**src/rtl/fpu_pkg.sv**
```systemverilog
// rtl/fpu_pkg.sv - shared FPU float-format constants and types (used by itof and ftoi)
package fpu_pkg;

    localparam int FP_EXP_W  = 8;
    localparam int FP_MANT_W = 23;

    localparam logic [FP_EXP_W-1:0] FP_EXP_BIAS = 8'd127;
    localparam logic [FP_EXP_W-1:0] FP_EXP_MAX  = 8'd255;

    localparam logic [31:0] INT32_MAX = 32'h7FFF_FFFF;
    localparam logic [31:0] INT32_MIN = 32'h8000_0000;

    typedef struct packed {
        logic                 sign;
        logic [FP_EXP_W-1:0]  exp;
        logic [FP_MANT_W-1:0] mant;
    } fp32_t;

    // Stage-1 register contents of the float-to-int converter
    typedef struct packed {
        logic        sign;
        logic [31:0] int_part;
        logic        guard;
        logic        sticky;
        logic        zero_c;
        logic        nan_c;
        logic        ovf_c;
        logic        min_c;
        logic        tiny_c;
    } ftoi_s1_t;

endpackage

```
**src/rtl/ftoi_round.sv**
```systemverilog
// rtl/ftoi_round.sv - combinational round, negate and saturate step of the float-to-int converter
module ftoi_round
    import fpu_pkg::*;
#(
    parameter int TIES_EVEN = 1
) (
    input  ftoi_s1_t    s1,
    output logic [31:0] result
);

    logic        inc;
    logic [31:0] mag;

    always_comb begin
        inc = s1.guard & (s1.sticky | ((TIES_EVEN != 0) ? s1.int_part[0] : 1'b1));
        // int_part never exceeds 0x7FFFFF80, so the increment cannot carry out
        mag = s1.int_part + {31'd0, inc};

        if (s1.nan_c) begin
            result = INT32_MAX;
        end else if (s1.ovf_c) begin
            result = s1.sign ? INT32_MIN : INT32_MAX;
        end else if (s1.min_c) begin
            result = INT32_MIN;
        end else if (s1.zero_c || s1.tiny_c) begin
            result = 32'd0;
        end else begin
            result = s1.sign ? (~mag + 32'd1) : mag;
        end
    end

endmodule

```
**src/rtl/ftoi_pipe.sv**
```systemverilog
// rtl/ftoi_pipe.sv - two-stage float32 to int32 converter; FTOI_FLAGS_EN adds out_invalid/out_inexact
module ftoi_pipe
    import fpu_pkg::*;
#(
    parameter int TIES_EVEN = 1
) (
    input  logic        clk,
    input  logic        rst,
    input  logic        in_valid,
    output logic        in_ready,
    input  logic [31:0] in_data,
    output logic        out_valid,
    input  logic        out_ready,
    output logic [31:0] out_data
`ifdef FTOI_FLAGS_EN
    ,
    output logic        out_invalid,
    output logic        out_inexact
`endif
);

    logic     s1_v;
    logic     s2_v;
    logic     adv1;
    logic     adv2;
    ftoi_s1_t s1_d;
    ftoi_s1_t s1_q;
    logic [31:0] rnd;

    fp32_t              f;
    logic signed [8:0]  e;
    logic [23:0]        m;
    logic [47:0]        rsh;
    logic [4:0]         sh_r;
    logic [2:0]         sh_l;

    assign adv2      = !s2_v || out_ready;
    assign adv1      = !s1_v || adv2;
    assign in_ready  = adv1;
    assign out_valid = s2_v;

    assign f = in_data;
    assign e = $signed({1'b0, f.exp}) - $signed({1'b0, FP_EXP_BIAS});
    assign m = {1'b1, f.mant};

    always_comb begin
        s1_d   = '0;
        rsh    = '0;
        sh_r   = '0;
        sh_l   = '0;

        s1_d.sign   = f.sign;
        s1_d.zero_c = (f.exp == '0);
        s1_d.nan_c  = (f.exp == FP_EXP_MAX) && (f.mant != '0);
        s1_d.min_c  = f.sign && (e == 9'sd31) && (f.mant == '0);
        s1_d.ovf_c  = ((f.exp == FP_EXP_MAX) && (f.mant == '0)) ||
                      ((e >= 9'sd31) && !s1_d.min_c);
        s1_d.tiny_c = (e <= -9'sd2);

        // Right-align with 24 extra fraction bits so guard and sticky fall out of one shift
        if ((e >= -9'sd1) && (e <= 9'sd23)) begin
            sh_r          = 5'(9'sd23 - e);
            rsh           = {m, 24'd0} >> sh_r;
            s1_d.int_part = {8'd0, rsh[47:24]};
            s1_d.guard    = rsh[23];
            s1_d.sticky   = |rsh[22:0];
        end else if ((e >= 9'sd24) && (e <= 9'sd30)) begin
            sh_l          = 3'(e - 9'sd23);
            s1_d.int_part = {8'd0, m} << sh_l;
        end
    end

    ftoi_round #(
        .TIES_EVEN (TIES_EVEN)
    ) u_round (
        .s1     (s1_q),
        .result (rnd)
    );

    always_ff @(posedge clk or posedge rst) begin
        if (rst) begin
            s1_v     <= 1'b0;
            s1_q     <= '0;
            s2_v     <= 1'b0;
            out_data <= '0;
`ifdef FTOI_FLAGS_EN
            out_invalid <= 1'b0;
            out_inexact <= 1'b0;
`endif
        end else begin
            if (adv1) begin
                s1_v <= in_valid;
                if (in_valid) begin
                    s1_q <= s1_d;
                end
            end
            if (adv2) begin
                s2_v <= s1_v;
                if (s1_v) begin
                    out_data <= rnd;
`ifdef FTOI_FLAGS_EN
                    out_invalid <= s1_q.nan_c || s1_q.ovf_c;
                    out_inexact <= !(s1_q.nan_c || s1_q.ovf_c) &&
                                   (s1_q.guard || s1_q.sticky || (s1_q.tiny_c && !s1_q.zero_c));
`endif
                end
            end
        end
    end

endmodule
```
**config.mk**
```make
export PLATFORM = sky130hd
export DESIGN_NAME = ftoi_pipe
export DESIGN_NICKNAME = d
export VERILOG_FILES = /design/src/rtl/fpu_pkg.sv /design/src/rtl/ftoi_round.sv /design/src/rtl/ftoi_pipe.sv
export SDC_FILE = /design/constraint.sdc
export NUM_CORES = 1
export LEC_CHECK = 0
export ABC_CLOCK_PERIOD_IN_PS = 3700
export CAP_MARGIN = 20
export CORE_MARGIN = 2
export CORE_UTILIZATION = 35
export DETAILED_ROUTE_END_ITERATION = 10
export GPL_ROUTABILITY_DRIVEN = 0
export PLACE_DENSITY = 0.52
export SYNTH_ARGS = -nofsm -noshare
export SYNTH_HDL_FRONTEND = slang
export SYNTH_HIERARCHICAL = 1
export SYNTH_SLANG_ARGS = --single-unit
export TNS_END_PERCENT = 30
```
**constraint.sdc**
```tcl
create_clock -name clk -period 3.7 [get_ports clk]
set_clock_uncertainty 0.15 [all_clocks]
set_input_delay 1.11 -clock clk [delete_from_list [all_inputs] [get_ports clk]]
set_output_delay 1.11 -clock clk [all_outputs]
set_load 0.01 [all_outputs]
```
Word-level counts from Yosys, hierarchy flattened
Cells that the tools add are included.
{"block": "word_totals", "ff_bits": 74, "input_bits": 36, "output_inout_bits": 34, "wordCells": 59}
{"block": "classes", "n_addsub": 5, "n_lt_le_gt_ge": 6, "eq_ne": 2, "shifts": 2, "n_mux": 9, "n_bitwise": 3, "n_reduce_logical": 20}
{"op": "2-to-1 mux 32 bit", "n": 8}
{"op": "right shift 48 x 5 -> 48 bit", "n": 1}
{"op": "adder 32 x 1 -> 32 bit", "n": 1}
{"op": "adder 32 x 1 -> 32 bit (second input constant)", "n": 1}
{"op": "NOT 32 bit", "n": 1}
{"op": "left shift 24 x 3 -> 32 bit", "n": 1}
{"op": "zero test 23 bit", "n": 1}
{"op": "nonzero test 23 bit", "n": 1}
{"op": "OR reduction 23 bit", "n": 1}
{"op": "greater-or-equal comparator 9 x 6 -> 1 bit (second input constant)", "n": 2}
{"op": "<= comparator 9 x 6 -> 1 bit (second input constant)", "n": 2}
{"op": "== test 9 x 6 -> 1 bit (second input constant)", "n": 1}
{"op": "greater-or-equal comparator 9 x 1 -> 1 bit (second input constant)", "n": 1}
{"op": "<= comparator 9 x 2 -> 1 bit (second input constant)", "n": 1}
{"op": "subtractor 8 x 7 -> 9 bit (second input constant)", "n": 1}
{"op": "== test 8 bit (second input constant)", "n": 1}
{"op": "zero test 8 bit", "n": 1}
{"op": "logical AND 1 bit", "n": 7}
{"op": "subtractor 5 bit (first input constant)", "n": 1}
{"op": "logical OR 1 bit", "n": 4}
{"op": "AND reduction 2 bit", "n": 2}
{"op": "zero test 1 bit", "n": 3}
{"op": "subtractor 3 x 1 -> 3 bit (second input constant)", "n": 1}
{"op": "2-to-1 mux 2 bit", "n": 1}
{"op": "other kinds (2)", "n": 2}

Longest topological paths before layout
{"block": "depth", "ltp_word": 10, "mapped_depth": 18}

Hierarchy
Netlist, hierarchy kept.
{"module": "ftoi_pipe", "n_inst": 1, "cells_per_inst": 640, "area_per_inst_um2": 5699.2, "seq_area_each_um2": 1826.8}
{"module": "ftoi_round", "n_inst": 1, "cells_per_inst": 286, "area_per_inst_um2": 1920.6, "seq_area_each_um2": 0.0}

Worst setup path before layout
OpenSTA, ideal clock, no wires.
{"block": "synth_path", "path_type": "input-to-reg", "from": "input port in_data[23]", "to": "register s1_q[5] (netlist bit)", "arrival_ns": 4.714, "required_time_ns": 3.419, "path_slack_ns": -1.295, "stages": 15, "path_buffers": 6, "cell_sequence": "clkbuf_1 > inv_2 > buf_1 > clkbuf_1 > clkbuf_1 > ha_1 > buf_4 > buf_6 > mux2_2 > mux2_2 > mux4_2 > nor4b_1 > nand4_1 > nor4_1 > o211ai_1"}
{"block": "synth_via", "elab_chain_cells": 5}
{"item": "start, declared", "line_no": "ftoi_pipe.sv:11", "rtl": "input logic [31:0] in_data,"}
{"item": "subtractor 8 x 7 -> 9 bit *", "line_no": "ftoi_pipe.sv:43", "rtl": "assign e = $signed({1'b0, f.exp}) - $signed({1'b0, FP_EXP_BIAS});"}
{"item": "subtractor 5 bit", "line_no": "ftoi_pipe.sv:62", "rtl": "sh_r = 5'(9'sd23 - e);"}
{"item": "right shift 48 x 5 -> 48 bit", "line_no": "ftoi_pipe.sv:63", "rtl": "rsh = {m, 24'd0} >> sh_r;"}
{"item": "OR reduction 23 bit", "line_no": "ftoi_pipe.sv:66", "rtl": "s1_d.sticky = |rsh[22:0];"}
{"item": "2-to-1 mux 2 bit *", "line_no": "ftoi_pipe.sv:61", "rtl": "if ((e >= -9'sd1) && (e <= 9'sd23)) begin"}
{"item": "end signal, assigned", "line_no": "ftoi_pipe.sv:83", "rtl": "s1_q <= '0;"}
{"item": "end signal, assigned", "line_no": "ftoi_pipe.sv:94", "rtl": "s1_q <= s1_d;"}
{"item": "end, declared", "line_no": "ftoi_pipe.sv:27", "rtl": "ftoi_s1_t s1_q;"}
Mark *: on every way between the ends. The rest lies on a longest branch, timed or not.
A chain may end at the register's enable or synchronous reset.

Final worst setup path
Ends and elaborated chain as after synthesis.

==> tab_implementation.tex <==
\begin{tabular}{lr}
\hline
Metric & Value \\
\hline
\multicolumn{2}{l}{\textbf{GRT}} \\
Total global-route track usage & 0.200 \\
Total grt overflow & 0 \\
Number of global-route vias before repair & about 7100 \\
Maximum number of pins on one net before global-route repair & 74 \\
Global-route wire length before repair & $\sim$37000 um \\
Number of antenna violations at the first check in global routing & 0 \\
\multicolumn{2}{l}{\textbf{Setup path}} \\
Peak fanout along the critical path & 15 \\
Capture point of the worst reg-to-reg path & out\_data[29] \\
Worst setup endpoint & s1\_q[5] \\
Endpoint required time on the critical path & 3.75 ns \\
Category of the most critical setup path & primary input to flop \\
Critical path launch point type & primary input \\
Critical register-to-register path startpoint & s1\_q[5] \\
Critical path origin & in\_data[23] \\
CP endpoint kind & flop \\
Reg2reg setup slack & 0.15 ns \\
Data arrival time at the worst-slack endpoint & between 3 and 4 ns \\
Number of cells on the worst reg-to-reg path & 13 \\
\multicolumn{2}{l}{\textbf{Timing}} \\
Number of max-slew violations in the final report & 0 \\
Minimum clock period after layout & about 3.7 ns \\
Worst max-slew margin expressed relative to the limit & 0.464 \\
Setup repair after global routing missed its margin & yes \\
Worst hold margin & 0.326 ns \\
Share of the cycle needed by the critical path after routing & 0.993 \\
Final setup fails & 0 \\
Slew at the pin with the worst max-slew slack & around 0.80 ns \\
Endpoints failing hold & 0 \\
Fmax & 272 MHz \\
\multicolumn{2}{l}{\textbf{Hold path}} \\
Min-delay worst type & flop to flop \\
\multicolumn{2}{l}{\textbf{Power and ir drop}} \\
Leakage power of the design & 0.00440 uW \\
Power density cells & $\sim$350 nW/um\^{}2 \\
Maximum vdd ir drop & around 170 uV \\
\multicolumn{2}{l}{\textbf{Clock tree}} \\
Clock slew seen by the registers of the worst setup and hold paths & $\sim$0.060 ns \\
CTS tree & built \\
Clk sinks & 73 \\
Quantity of hold-fixing buffers added after cts & 0 \\
Clock latency at the later pin of the worst-skew pair & 0.33 ns \\
Clk buf depth & 2 \\
H-tree levels & 3 \\
Master cell of the clock root buffer & clkbuf\_16 \\
Total clock buffers created by CTS & 9 \\
\multicolumn{2}{l}{\textbf{Finish}} \\
Final-stage net count & 1181 \\
Post-synthesis to final-layout area growth & 37.5\% \\
Post-layout util & 0.494 \\
Antenna fix cells & 0 \\
Summed area of non-filler cells in the final layout & roughly 10000 um\^{}2 \\
Fraction of final layout cells with drive strength greater than 1 & 0.316 \\
\multicolumn{2}{l}{\textbf{Yosys}} \\
Synthesis-stage register bit count & between 70 and 80 \\
Post-synthesis cell type with the largest combined area & dfrtp\_1 \\
Synth Area per Inst & around 8.2 um\^{}2 \\
Number of warnings printed during yosys synthesis & 6 \\
Netlist area before placement & $\sim$7600 um\^{}2 \\
Prevailing post-synth register cell & dfrtp\_1 \\
Cell types occupying the most area after synthesis & dfrtp\_1, mux2\_2, mux2i\_1 \\
Mapped Nets & between 900 and 1000 \\
Most common library cells after synthesis & nand2\_1, o21ai\_0, dfrtp\_1, mux2\_2, nor2\_1 \\
Seq/Total Area, Yosys & 0.240 \\
Number of enable flip-flop cells after synthesis & 0 \\
Cells after Synth & roughly 900 \\
Unique cell type count in the Yosys netlist & 81 \\
Async set or reset register ratio after synthesis & 1.00 \\
Most frequent cell after synthesis & nand2\_1 \\
Fraction of synthesized cell area taken by the top area cell type & 0.240 \\
\multicolumn{2}{l}{\textbf{Run status}} \\
Status & complete, no violations \\
\multicolumn{2}{l}{\textbf{Floorplan}} \\
Core Footprint & about 21000 um\^{}2 \\
Overall die height & between 150 and 200 um \\
Boundary Pins & 70 \\
Effective utilization at floorplan & 0.359 \\
\# rows & 53 \\
Width of the die & approximately 150 um \\
Area of the die & about 23000 um\^{}2 \\
\multicolumn{2}{l}{\textbf{Route}} \\
Number of design rule violations left after detail routing & 0 \\
Remaining number of nets flagged by the antenna check after routing & 0 \\
Iteration-0 DRC count of the detailed router & around 370 \\
Number of vias after detailed routing & approximately 7500 \\
Average via count per standard cell & roughly 5.3 \\
First-pass detailed-route iteration total & 5 \\
Routed WL & around 23000 um \\
Routed length per instance & $\sim$16 um \\
\multicolumn{2}{l}{\textbf{Placement}} \\
Total half-perimeter wirelength after legalization and detailed placement & between 15000 and 20000 um \\
IO Port Bufs & between 60 and 70 \\
Total placed instance area & between 9000 and 10000 um\^{}2 \\
\multicolumn{2}{l}{\textbf{Job}} \\
Max-cap violations & 0 \\
\hline
\end{tabular}
[where the power goes]
group / switching, uW / internal, uW
Combinational: 853 / 973
Sequential: 108 / 948
Clock: 342 / 459
[state kept, by name (all words and copies together) (netlist names)]
| name | cells |
|---|---|
| out_data | 32 |
| out_valid | 1 |
| s1_q | 39 |
| s1_v | 1 |
[metal layers]
metal	global-route usage	vias up	share of wire
met5	0	-	0
met4	0.0546	0	0.020
met3	0.0192	23	0.031
met2	0.344	147	0.47
met1	0.268	3503	0.47
li1	-	3806	-
[layout by cell type (no fill, tap or decap), types with 5 or more instances in the layout]
cell	synthesis	final
xor2_1	23	23
nor2_1	60	59
o211ai_1	7	7
nor4_1	13	12
nand3b_1	5	5
nor3_1	20	19
o21ai_0	80	79
mux2i_2	0	6
nand2_1	106	106
buf_4	2	192
mux2_2	62	55
clkbuf_16	0	9
clkdlybuf4s50_1	0	66
and3_1	11	11
buf_12	0	5
xnor2_1	40	40
or3_1	6	5
a31oi_1	17	17
buf_6	2	5
nand3_1	48	47
ha_1	9	5
mux2_4	0	7
or2_2	5	5
a21oi_1	43	42
inv_1	11	9
nand4_1	11	11
mux4_2	12	12
nand2b_1	15	15
dfrtp_1	73	73
mux2i_1	55	46
o21ai_1	13	12
and2_1	10	10
a211oi_1	7	7
o31ai_1	9	9
[worst min-delay path by stage]
stage | startpoint | end | slack (ns) | cells after the start
2_1_floorplan | s1_q[6] | s1_q[6] | 0.29 | 2
3_3_place_gp | s1_q[6] | s1_q[6] | 0.31 | 2
3_5_place_dp | s1_q[6] | s1_q[6] | 0.32 | 2
4_1_cts | s1_q[6] | s1_q[6] | 0.33 | 2
5_1_grt | s1_q[6] | s1_q[6] | 0.35 | 2
6_report | s1_q[6] | s1_q[6] | 0.33 | 2
[per-stage QoR]
step / setup WS (ns) / power (uW) / setup TNS, ns / instances
after floorplan: -0.511 / 2050 / -10.59 / 926
after global placement: -0.712 / 2780 / -14.86 / 1372
after detailed placement: -0.812 / 2800 / -14.71 / 1372
after CTS: 0.00462 / 3650 / 0 / 1396
after global routing: -0.0468 / 3940 / -0.0865 / 1416
final: 0.0276 / 3680 / 0 / 1416
[logic make-up (layout without fill, tap and decap cells)]
group / after synthesis / after routing / synth area share
AOI/OAI and AO/OA: 214 / 214 / 0.172
xor gates and xnor gates: 65 / 65 / 0.0796
other: 1 / 1 / 0.000492
buffers and inverters: 87 / 302 / 0.0496
and+or+nand+nor: 347 / 347 / 0.243
adders and majority gates: 10 / 10 / 0.0161
muxes: 129 / 129 / 0.199
DFF: 73 / 73 / 0.240
[critical path: stages]
cell      delay, ns
buf_12         0.09
inv_12         0.03
ha_4           0.33
buf_8          0.17
buf_12         0.17
mux2i_2        0.25
mux2i_1        0.16
mux4_2         0.52
nor4b_2        0.28
nand4_1        0.18
nor4_4         0.29
o211ai_1       0.13
[cell type report]
class	instances	area, um^2
Multi-Input combinational cell	766	5650
Clock inverter	7	55.1
Fill cell	2083	10700
Timing Repair Buffer	271	2300
Clock buffer	9	225
Inverter	15	76.3
Tap cell	275	344
Sequential cell	73	1830
[timing repair]
action                     4_1_cts  5_1_grt
pin swaps                        4       13
setup endpoints to repair       31       25
resized for setup               16       40
setup buffers                    8       20
No activity file was read; power rests on OpenSTA's default activity.
